## src/rtl/buffer_exmem_pkg.sv

```systemverilog
// Shared widths, control bit positions and buffer state encodings for the
// EX/MEM pipeline buffer.
package buffer_exmem_pkg;

  localparam int DW = 16;
  localparam int CW = 4;
  localparam int AW = 4;
  localparam int PW = 3 * DW + AW + CW;

  localparam int CTRL_REGW = 3;
  localparam int CTRL_MEMW = 2;
  localparam int CTRL_MEMR = 1;
  localparam int CTRL_R15W = 0;

  // Encoding is {skid_valid, main_valid}; 2'b10 is unreachable.
  typedef enum logic [1:0] {
    EMPTY = 2'b00,
    ONE   = 2'b01,
    TWO   = 2'b11
  } state_t;

  // Payload layout, MSB first: res, res15, store, rd, ctrl.
  function automatic logic [PW-1:0] pack_entry(
    input logic [DW-1:0] res,
    input logic [DW-1:0] res15,
    input logic [DW-1:0] store,
    input logic [AW-1:0] rd,
    input logic [CW-1:0] ctrl
  );
    return {res, res15, store, rd, ctrl};
  endfunction

endpackage

```

## src/rtl/buffer_exmem_entry_reg.sv

```systemverilog
// One EX/MEM payload slot: captures the packed entry on load, clears on reset.
module exmem_entry_reg
  import buffer_exmem_pkg::*;
#(
  parameter int W = PW
) (
  input  logic         C,
  input  logic         R,
  input  logic         load,
  input  logic [W-1:0] d,
  output logic [W-1:0] q
);

  logic [W-1:0] q_r;

  // Payload capture on load; async clear on reset.
  always_ff @(posedge C or posedge R) begin
    if (R) begin
      q_r <= {W{1'b0}};
    end else if (load) begin
      q_r <= d;
    end else begin
      q_r <= q_r;
    end
  end

  assign q = q_r;

endmodule

```

## src/rtl/buffer_exmem.sv

```systemverilog
// EX/MEM pipeline buffer: two-slot skid buffer (main + skid) between the EX
// and MEM stages. in_ready depends only on the skid flag and reset, so MEM
// back-pressure never forms a combinational path into EX.
module buffer_exmem
  import buffer_exmem_pkg::*;
#(
  parameter int SW = 8
) (
  input  logic          C,
  input  logic          R,
  input  logic          flush,
  input  logic          in_valid,
  output logic          in_ready,
  input  logic [DW-1:0] in_res,
  input  logic [DW-1:0] in_res15,
  input  logic [DW-1:0] in_store,
  input  logic [AW-1:0] in_rd,
  input  logic [CW-1:0] in_ctrl,
  output logic          out_valid,
  input  logic          out_ready,
  output logic [DW-1:0] out_res,
  output logic [DW-1:0] out_res15,
  output logic [DW-1:0] out_store,
  output logic [AW-1:0] out_rd,
  output logic [CW-1:0] out_ctrl,
  output logic          fwd_en,
  output logic [AW-1:0] fwd_rd,
  output logic [DW-1:0] fwd_data,
  output logic [SW-1:0] stall_cnt
);

  localparam logic [SW-1:0] STALL_MAX = {SW{1'b1}};
  localparam logic [SW-1:0] STALL_ONE = {{(SW-1){1'b0}}, 1'b1};

  state_t        state_r;
  state_t        state_nx_s;
  logic          main_valid_s;
  logic          skid_valid_s;
  logic          accept_s;
  logic          pop_s;
  logic          load_main_s;
  logic          load_skid_s;
  logic          main_from_skid_s;
  logic [PW-1:0] in_entry_s;
  logic [PW-1:0] main_d_s;
  logic [PW-1:0] main_q_s;
  logic [PW-1:0] skid_q_s;
  logic [SW-1:0] stall_cnt_r;

  assign main_valid_s = state_r[0];
  assign skid_valid_s = state_r[1];
  assign in_ready     = ~skid_valid_s & ~R;
  assign accept_s     = in_valid & in_ready;
  assign pop_s        = main_valid_s & out_ready;
  assign in_entry_s   = pack_entry(in_res, in_res15, in_store, in_rd, in_ctrl);

  // State register: occupancy of main and skid slots.
  always_ff @(posedge C or posedge R) begin
    if (R) begin
      state_r <= EMPTY;
    end else begin
      state_r <= state_nx_s;
    end
  end

  // Next-state: flush empties the buffer regardless of handshakes.
  always_comb begin
    state_nx_s = state_r;
    if (flush) begin
      state_nx_s = EMPTY;
    end else begin
      case (state_r)
        EMPTY: begin
          if (accept_s) state_nx_s = ONE;
          else          state_nx_s = EMPTY;
        end
        ONE: begin
          if (accept_s && !pop_s)      state_nx_s = TWO;
          else if (!accept_s && pop_s) state_nx_s = EMPTY;
          else                         state_nx_s = ONE;
        end
        TWO: begin
          if (pop_s) state_nx_s = ONE;
          else       state_nx_s = TWO;
        end
        default: state_nx_s = EMPTY;
      endcase
    end
  end

  // Slot load controls: which slot captures and where main gets its data.
  always_comb begin
    load_main_s      = 1'b0;
    load_skid_s      = 1'b0;
    main_from_skid_s = 1'b0;
    if (flush) begin
      load_main_s = 1'b0;
    end else begin
      case (state_r)
        EMPTY: begin
          load_main_s = accept_s;
        end
        ONE: begin
          load_main_s = accept_s & pop_s;
          load_skid_s = accept_s & ~pop_s;
        end
        TWO: begin
          load_main_s      = pop_s;
          main_from_skid_s = pop_s;
        end
        default: begin
          load_main_s = 1'b0;
        end
      endcase
    end
  end

  // Main slot source: the skid entry is older than anything on the input.
  always_comb begin
    main_d_s = in_entry_s;
    if (main_from_skid_s) begin
      main_d_s = skid_q_s;
    end else begin
      main_d_s = in_entry_s;
    end
  end

  exmem_entry_reg #(.W(PW)) u_main (
    .C    (C),
    .R    (R),
    .load (load_main_s),
    .d    (main_d_s),
    .q    (main_q_s)
  );

  exmem_entry_reg #(.W(PW)) u_skid (
    .C    (C),
    .R    (R),
    .load (load_skid_s),
    .d    (in_entry_s),
    .q    (skid_q_s)
  );

  // Saturating count of cycles where MEM holds off a valid entry.
  always_ff @(posedge C or posedge R) begin
    if (R) begin
      stall_cnt_r <= {SW{1'b0}};
    end else if (main_valid_s && !out_ready && !flush && (stall_cnt_r != STALL_MAX)) begin
      stall_cnt_r <= stall_cnt_r + STALL_ONE;
    end else begin
      stall_cnt_r <= stall_cnt_r;
    end
  end

  assign {out_res, out_res15, out_store, out_rd, out_ctrl} = main_q_s;
  assign out_valid = main_valid_s;
  assign fwd_en    = main_valid_s & out_ctrl[CTRL_REGW];
  assign fwd_rd    = out_rd;
  assign fwd_data  = out_res;
  assign stall_cnt = stall_cnt_r;

endmodule

```

## config.mk

```make
export PLATFORM = sky130hd
export DESIGN_NAME = buffer_exmem
export DESIGN_NICKNAME = d
export VERILOG_FILES = /design/src/rtl/buffer_exmem_pkg.sv /design/src/rtl/buffer_exmem_entry_reg.sv /design/src/rtl/buffer_exmem.sv
export SDC_FILE = /design/constraint.sdc
export NUM_CORES = 1
export LEC_CHECK = 0
export CAP_MARGIN = 5
export CORE_UTILIZATION = 49
export DETAILED_ROUTE_END_ITERATION = 6
export PLACE_DENSITY = 0.83
export SETUP_SLACK_MARGIN = 0.2
export SLEW_MARGIN = 40
export SYNTH_ARGS = -nofsm -noshare
export SYNTH_HDL_FRONTEND = slang
export SYNTH_SLANG_ARGS = --single-unit
```

## constraint.sdc

```tcl
create_clock -name C -period 5.05 [get_ports C]
set_clock_uncertainty 0.2 [all_clocks]
set_input_delay 1.2625 -clock C [delete_from_list [all_inputs] [get_ports C]]
set_output_delay 1.2625 -clock C [all_outputs]
set_load 0.01 [all_outputs]
```

=== Word level (Yosys, flattened, before mapping) ===
Cells that the tools add are included.

* Register bits after elaboration: 122
* Latch bits: 0
* Bits in writable memories: 0
* ROM bits: 0
* Input bits: 61
* Memories: 0

* $add $sub $neg: 1
* Multiply operators: 0
* Div/mod/pow operators: 0
* Order comparisons: 0
* Equality and inequality tests: 3
* Shift operators: 0
* Mux-type cells: 13
* Bitwise gates (word level): 9
* Reduce and logical (&&, ||, !) cells: 10

{| class="wikitable"
|+ Operators by type and width
! kind !! count
|-
| two-way mux 56 bit || 1
|-
| adder 8 x 1 -> 8 bit (second input constant) || 1
|-
| inequality test 8 bit (second input constant) || 1
|-
| two-way mux 1 bit || 7
|-
| AND 1 bit || 6
|-
| two-way mux 2 bit || 3
|-
| one-hot mux 2 bit (3 select lines) || 1
|-
| logical AND 1 bit || 5
|-
| logical NOT 1 bit || 4
|-
| inverter 1 bit || 3
|-
| one-hot mux 1 bit (3 select lines) || 1
|-
| equality test 2 x 1 -> 1 bit (second input constant) || 1
|-
| equality test 2 bit (second input constant) || 1
|-
| logical NOT 2 bit || 1
|}

=== Logic depth before layout (Yosys ltp) ===
Gate-level depths: netlist of the first run.

* Word-level depth: 9
* Mapped depth: 5

=== By module ===
From an unflattened synthesis of the first run, not the netlist that was laid out.

* Cell total of the unflattened synthesis: 373
* Area total of the unflattened synthesis: 6,017.0 um^2

{| class="wikitable"
|+ Modules (own cells, without submodules)
! module !! instances !! cells an instance !! area each (um^2)
|-
| exmem_entry_reg || 2 || 119 || 2,247.2
|-
| buffer_exmem || 1 || 135 || 1,522.7
|}

=== Least setup slack after synthesis of the first run ===
OpenSTA, ideal clock, no wires.

* Path type: input port to output port
* Start point: input port R
* End point: output port in_ready
* Data arrival time: 1.507 ns
* Data required time: 3.588 ns
* Slack: 2.080 ns
* Stages: 1
* Path buffers: 0
* Cells stage by stage: nor2_1

* Word-level cells in the longest chain between the ends: 2

{| class="wikitable"
|+ Ends and longest elaborated chain
! item !! line !! RTL
|-
| from (decl) || buffer_exmem.sv:10 || <nowiki>input logic R,</nowiki>
|-
| inverter 1 bit || buffer_exmem.sv:52 || <nowiki>assign in_ready = ~skid_valid_s & ~R;</nowiki>
|-
| AND 1 bit || buffer_exmem.sv:52 ||
|-
| to (decl) || buffer_exmem.sv:13 || <nowiki>output logic in_ready,</nowiki>
|}

Every way passes these cells.

=== Worst setup path after layout of the first run ===
Same ends and word-level chain as after synthesis.

==> impl_metrics.ini, run 1 <==
[worst_hold_path]
hold_depth = 1
min_from = u_skid.q[9]
hp-class = flop to flop
hold_path_end = u_skid.q[9]

[power]
power_frac_seq = 0.421
swShare = 0.243
powerDensity_nw_per_um2 = 398
intPower_mw = 2.30
leakage_nw = 3.38
power_frac_clock = 0.349
comb_power_share = 0.230
p_total_mw = 3.03
ir_worst_vdd_mv = 0.335
power_switching_uw = 738

[route]
first_pass_iters = 4
wl_mm = 11.4
vias_per_cell = 5.24
ant_nets = 0
via_count = 3483
drc_errors = 0
post_drt_wl_per_cell_um = 17.2
drt_iter0_drc = 103

[yosys]
syn_inst = 377
synth_ff_type = dfrtp_1
synth_common_cells = mux2_2, dfrtp_1, mux2_4
yosysTopAreaCellShare = 0.535
yosys-top-cells-area = dfrtp_1, mux2_2, mux2_4
synth-seq-area-share = 0.535
syn_avg_cell_area_um2 = 15.1
async_flop_share = 1.00
yosys_warnings = 0
synth_edf_count = 0
yosysMostFrequentCell = mux2_2
ys_ff_latch = 122
synth_nets = 439
synth.distinct_cells = 28
yosys.area.top_type = dfrtp_1
synth_area_um2 = 5700

[timing]
layout_min_cycle_time_ns = 4.13
rsz0062_at_grt = false
worst_pin_slew_ns = 0.790
setup_tns_ns = 0
setup_viol = 0
finalCritPeriodShare = 0.817
max-slew-margin-rel = 0.473
finalMaxSlewViolations = 0
fmax_mhz = 242
finalHoldViolCount = 0

[clocking]
tritoncts = done
htree_levels = 4
clockRootBuffer = clkbuf_16
cts_buffer_depth = 2
cts_sinks = 122
clock_latency_ns = 0.41
postCtsSetupBuffers = 0
cts-buffers-inserted = 17
clk_pin_slew_ns = 0.05
ctsResizeCount = 0
postCtsHoldBufs = 0

[layout]
nets = 572
drive_gt1_frac = 0.393
syn2layout_area_growth_pct = 33.9
diodes = 0
fillers = 832

[setup_path]
reg2reg_to = u_main.q[28]
cp_max_fo = 3
reg2regPathDepth = 4
arrival_ns = 2.66
startpoint = R
critPathRequiredTime_ns = 3.59
critPathCaptureType = output pin
r2r-start = state_r[1]
crit_type = input port to output pin
worst_setup_path_start_kind = input port
worst-r2r-setup-slack_ns = 2.69

[global_routing]
grt_pass1_wl_mm = 18.1
overflow = 0
antenna_found_initial = 0
grt_start_max_net_pins = 70
grtUsageTotal = 0.203
grt_pass1_vias = 3675

[status]
status = finished, final reports clean

[place]
gp_congestion = 0.724
place_hpwl_mm = 7.33
port-buffer-count = 147

[floorplan]
start_util = 0.501
die_w_um = 110
dieArea_um2 = 12100
die_h_um = 110
boundaryPins = 148
fp-row-count = 39
fp.coreArea_um2 = 11400

[run]
max_cap_viol_count = 0
## cells in the final DEF, fill, tap and decap left out, drive strengths merged
master	Yosys	layout
a21oi	4	4
and2	2	2
buf	37	5
nand4b	1	1
nand2b	2	2
o21ai	3	3
clkinv	0	2
mux2	173	173
nor3b	1	1
and4	1	1
dfrtp	122	122
clkbuf	1	29
nand2	6	6
a31oi	1	1
inv	4	4
xnor2	1	1
nor4	1	1
nor2	1	1
clkdlybuf4s50	0	147
nand4	3	3
ha	1	1
nor2b	2	2
nand3	6	6
or4bb	1	1
a2111oi	1	1
and3	2	2
## state kept, by name, summed over array words and instances, names as in the netlist
name / cells
stall_cnt: 8
state_r: 2
u_main.q: 56
u_skid.q: 56
## kinds of logic after synthesis
group	after synthesis	synth area share
adders and majority gates	1	0.00219
DFF	122	0.535
and+or+nand+nor	29	0.0323
muxes	173	0.361
xor gates and xnor gates	1	0.00154
AOI/OAI and AO/OA	9	0.00987
buffers and inverters	42	0.0579
## per-layer routing
metal  up-vias  GRT usage  wire, um
met5         -          0         0
met4         0     0.0771       125
met3        14     0.0753       624
met2       104      0.339      5880
met1      1769      0.236      4780
li1       1596          -         -
## how the worst max path moves through the flow
stage          slack [ns]  cells after the start           end
6_report             0.92                      3      in_ready
5_1_grt              0.88                      3      in_ready
4_1_cts              0.91                      3      in_ready
3_5_place_dp         0.91                      3      in_ready
3_3_place_gp          1.0                      3      in_ready
2_1_floorplan        0.34                      1  stall_cnt[0]
## cell type report
cell class              instances  area (um2)  share of cell area
clock inverters                 2        10.0             0.00131
flip-flops and latches        122        3050               0.400
repair buffers                152        1520               0.199
well taps                     143         179              0.0234
clock buffers                  29         510              0.0669
inverters                       4        20.0             0.00262
multi-input cells             213        2340               0.306
## critical path, cell delays in order
cell,delay [ns]
clkdlybuf4s50_1,0.50
nor2_1,0.30
clkdlybuf4s50_1,0.60
## power groups by stage
stage,clock [mW],sequential (mW),combinational [mW]
after global routing,1.13,1.30,0.753
after detailed placement,0,1.29,0.706
after floorplan,0,1.32,0.313
after global placement,0,1.28,0.691
final,1.06,1.28,0.699
after CTS,1.09,1.28,0.709
## through the flow
stage           util  setup slack (ns)  instances  hold WS, ns  cell area, um2
3_3_place_gp   0.625             0.995        634        0.283            7110
4_1_cts        0.671             0.908        665        0.305            7630
5_1_grt        0.671             0.875        665        0.318            7630
6_report       0.671             0.925        665        0.301            7630
2_1_floorplan      -             0.345        377        0.275            5700
3_5_place_dp   0.626             0.909        634        0.292            7110
Power figures use the tool's default switching activity.
==> inputs of run 2 (changes only) <==
--- a/config.mk
+++ b/config.mk
@@ -6,9 +6,9 @@
 export NUM_CORES = 1
 export LEC_CHECK = 0
 export CAP_MARGIN = 5
-export CORE_UTILIZATION = 49
+export CORE_UTILIZATION = 44
 export DETAILED_ROUTE_END_ITERATION = 6
-export PLACE_DENSITY = 0.83
+export PLACE_DENSITY = 0.79
 export SETUP_SLACK_MARGIN = 0.2
 export SLEW_MARGIN = 40
 export SYNTH_ARGS = -nofsm -noshare
==> constraint.sdc (replaced) <==
create_clock -name C -period 3.6 [get_ports C]
set_clock_uncertainty 0.2 [all_clocks]
set_input_delay 0.9 -clock C [delete_from_list [all_inputs] [get_ports C]]
set_output_delay 0.9 -clock C [all_outputs]
set_load 0.01 [all_outputs]
==> run 2 against run 1 <==
Utilization decreased by 5.8 points. Via count about the same. Flip-flop and latch count unchanged. Sequential share of layout area decreased by 0.54 points. Worst hold slack about the same. Sequential power increased by 40%. Clock power increased by 47%. Global-route usage decreased by 1.8 points. Setup slack got worse by 0.55 ns. Critical path depth unchanged. Total power increased by 42%. Critical endpoint unchanged. Largest cell class unchanged.
==> impl_metrics.ini, run 2 (synthesis results as in run 1) <==
[timing]
rsz0062_at_grt = false
finalHoldViolCount = 0
max-slew-margin-rel = 0.572
setup_tns_ns = 0
fmax_mhz = 310
worst_pin_slew_ns = 0.641
setup_viol = 0
finalCritPeriodShare = 0.895
layout_setup_ws_ns = 0.377
finalMaxSlewViolations = 0
layout_min_cycle_time_ns = 3.22

[place]
pre_cts_slack_ns = 0.386
port-buffer-count = 147
dp.cells = 667
place_hpwl_mm = 7.33
gp_congestion = 0.800

[power]
powerDensity_nw_per_um2 = 559
power_switching_mw = 1.04
intPower_mw = 3.28
power_frac_seq = 0.414
swShare = 0.241
leakage_nw = 3.41
power_frac_clock = 0.360
ir_worst_vdd_mv = 0.347
comb_power_share = 0.226

[global_routing]
antenna_found_initial = 0
grtUsageTotal = 0.185
overflow = 0
grt_start_max_net_pins = 123
grt_pass1_wl_mm = 18.7
grt_pass1_vias = 3659

[setup_path]
arrival_ns = 2.12
crit_type = input port to output pin
critPathCaptureType = output pin
worst_setup_path_start_kind = input port
cp_max_fo = 3
critPathRequiredTime_ns = 2.50

[clocking]
cts_buffer_depth = 2
postCtsSetupBuffers = 0
clock_latency_ns = 0.41
tritoncts = done
cts-buffers-inserted = 17
clockRootBuffer = clkbuf_16
cts_sinks = 122
ctsResizeCount = 0
clk_pin_slew_ns = 0.05
htree_levels = 4
postCtsHoldBufs = 0

[layout]
drive_gt1_frac = 0.402
fillers = 1026
diodes = 0
nets = 576
multiInputGateArea_um2 = 2340
instances_no_fill = 695
final_common_cell = clkdlybuf4s50_1
mostFrequentLayoutCells = clkdlybuf4s50_1, mux2_2, dfrtp_1
syn2layout_area_growth_pct = 35.7
seq_area_um2 = 3050

[floorplan]
start_util = 0.452
boundaryPins = 148
fp.coreArea_um2 = 12600
die_h_um = 116
dieArea_um2 = 13400
fp-row-count = 41
die_w_um = 116

[route]
first_pass_iters = 5
via_count = 3484
drt_iter0_drc = 169
drc_errors = 0
wl_mm = 11.4
vias_per_cell = 5.01
ant_nets = 0
post_drt_wl_per_cell_um = 16.5

[worst_hold_path]
hp-class = flop to flop

[status]
status = finished, final reports clean

[run]
max_cap_viol_count = 0
run 2: cell types whose count changed in the layout (fill, tap and decap cells not counted), sizes merged:
cell      delta
buf          +4
inv          -1
clkbuf       -4
bufinv       +1
clkinvlp     +1
run 2: layer usage:
metal / up-vias / share of wire / global-route usage
met4: 0 / 0.018 / 0.0872
li1: 1598 / - / -
met1: 1779 / 0.45 / 0.229
met5: - / 0 / 0
met2: 89 / 0.49 / 0.302
met3: 18 / 0.046 / 0.0486
run 2: stage by stage:
step | hold WS [ns] | power [mW] | util | cell area [um2]
4_1_cts | 0.302 | 4.38 | 0.613 | 7740
3_3_place_gp | 0.283 | 2.76 | 0.571 | 7200
2_1_floorplan | 0.275 | 2.29 | - | 5710
3_5_place_dp | 0.290 | 2.79 | 0.571 | 7200
6_report | 0.301 | 4.32 | 0.613 | 7740
5_1_grt | 0.319 | 4.52 | 0.613 | 7740
run 2: area by class of cell:
cell class / instances / share of cell area
inverters: 4 / 0.00243
flip-flops and latches: 122 / 0.395
multi-input cells: 213 / 0.302
clock inverters: 3 / 0.00517
well taps: 172 / 0.0278
repair buffers: 156 / 0.204
clock buffers: 25 / 0.0640
run 2: final timing paths:
| check | startpoint | endpoint | slack [ns] | cells past startpoint |
|---|---|---|---|---|
| max | R | in_ready | 0.38 | 3 |
| min | u_main.q[34] | u_main.q[34] | 0.30 | 1 |
| max reg2reg | state_r[1] | u_main.q[22] | 1.57 | 4 |
| min reg2reg | u_main.q[34] | u_main.q[34] | 0.30 | 1 |
| max in group asynchronous | R | u_main.q[21] | 1.83 | 3 |
| min in group asynchronous | R | u_skid.q[4] | 0.91 | 3 |
run 2: power groups by stage:
stage	Combinational [mW]	Clock (mW)	Sequential, mW
2_1_floorplan	0.439	0	1.85
3_3_place_gp	0.967	0	1.79
3_5_place_dp	0.987	0	1.81
4_1_cts	0.991	1.60	1.79
5_1_grt	1.05	1.65	1.82
6_report	0.976	1.56	1.79
run 2: worst max-delay path, stage by stage:
cell and delay (ns):
clkdlybuf4s50_1 0.48, nor2_1 0.18, clkdlybuf4s50_1 0.56
==> inputs of run 3 (changes only) <==
--- a/config.mk
+++ b/config.mk
@@ -8,6 +8,7 @@
 export CAP_MARGIN = 5
 export CORE_UTILIZATION = 44
 export DETAILED_ROUTE_END_ITERATION = 6
+export GPL_TIMING_DRIVEN = 0
 export PLACE_DENSITY = 0.79
 export SETUP_SLACK_MARGIN = 0.2
 export SLEW_MARGIN = 40
==> run 3 against run 2 <==
Non-clock buffer count rose by 34. Die area unchanged. Combinational power rose by 9%.
==> impl_metrics.ini, run 3 (synthesis results as in run 1) <==
[floorplan]
fp-row-count = 41
dieArea_um2 = 13400
boundaryPins = 148
die_w_um = 116
fp.coreArea_um2 = 12600
die_h_um = 116
start_util = 0.452

[clocking]
ctsResizeCount = 0
cts-buffers-inserted = 17
postCtsSetupBuffers = 0
tritoncts = done
clock_latency_ns = 0.41
clockRootBuffer = clkbuf_16
htree_levels = 4
postCtsHoldBufs = 0
cts_sinks = 122
cts_buffer_depth = 2
clk_pin_slew_ns = 0.05

[timing]
whs_ns = 0.297
finalCritPeriodShare = 0.918
setup_viol = 0
rsz0062_at_grt = false
fmax_mhz = 303
setup_tns_ns = 0
finalHoldViolCount = 0
worst_pin_slew_ns = 0.628
finalMaxSlewViolations = 0
layout_min_cycle_time_ns = 3.30
max-slew-margin-rel = 0.582

[place]
placed_area_um2 = 7520
dp.cells = 701
gp_congestion = 0.817
port-buffer-count = 147
place_hpwl_mm = 8.54

[global_routing]
grt_pass1_wl_mm = 19.6
overflow = 0
grt_pass1_vias = 3843
grt_start_max_net_pins = 25
antenna_found_initial = 0
grtUsageTotal = 0.195

[layout]
nets = 610
diodes = 0
syn2layout_area_growth_pct = 40.9
drive_gt1_frac = 0.435
fin_area_um2 = 8040
mostFrequentLayoutCells = clkdlybuf4s50_1, mux2_2, dfrtp_1
finish.utilization = 0.637
instances_no_fill = 730
final_common_cell = clkdlybuf4s50_1

[setup_path]
arrival_ns = 2.20
critPathCaptureType = output pin
cp_max_fo = 3
reg2regPathDepth = 4
critPathRequiredTime_ns = 2.50
crit_type = input port to output pin
worst_setup_path_start_kind = input port

[power]
leakage_nw = 3.60
powerDensity_nw_per_um2 = 540
ir_worst_vdd_mv = 0.396

[status]
status = finished, final reports clean

[route]
via_count = 3605
drt_iter0_drc = 125
wl_mm = 12.1
drc_errors = 0
ant_nets = 0
first_pass_iters = 4
vias_per_cell = 4.94
post_drt_wl_per_cell_um = 16.5

[worst_hold_path]
hold_depth = 1
hp-class = flop to flop

[run]
max_cap_viol_count = 0
[run 3: cell types whose count changed in the layout (fill, tap and decap cells not counted), sizes merged]
cell,previous run,this run
bufinv,1,0
clkbuf,25,27
buf,9,42
clkinv,2,3
[run 3: layout make-up]
type,count,area [um2]
Sequential cell,122,3050
Inverter,4,18.8
Tap cell,172,215
Buffer,38,315
Clock buffer,26,499
Fill cell,993,4580
Clock inverter,3,15.0
Timing Repair Buffer,152,1600
Multi-Input combinational cell,213,2320
[run 3: power breakdown]
part / leakage [nW] / switching (mW) / internal (mW)
clock: 0.256 / 0.548 / 0.935
sequential: 1.53 / 0.166 / 1.63
combinational: 1.81 / 0.344 / 0.720
[run 3: worst max-delay path, stage by stage]
cell	delay, ns
clkdlybuf4s50_1	0.47
nor2_1	0.22
clkdlybuf4s50_1	0.61
[run 3: worst paths after layout]
check                              from      endpoint  slack (ns)
max                                   R      in_ready        0.30
min                        u_skid.q[13]  u_skid.q[13]        0.30
max reg2reg                  state_r[0]  u_main.q[45]        1.46
min reg2reg                u_skid.q[13]  u_skid.q[13]        0.30
max in group asynchronous             R  u_main.q[49]        1.62
min in group asynchronous             R    state_r[0]        0.73
[run 3: routing by layer]
layer,routed length [um],track usage,up-vias
li1,-,-,1672
met1,5210,0.245,1824
met2,6020,0.316,93
met3,594,0.0565,16
met4,220,0.0838,0
met5,0,0,-
[run 3: metrics by stage]
stage | worst slack (ns) | power [mW]
floorplan | 1.00 | 2.29
global route | 0.254 | 4.56
detailed placement | 0.287 | 2.89
global placement | -0.137 | 2.83
finish | 0.296 | 4.34
CTS | 0.278 | 4.39
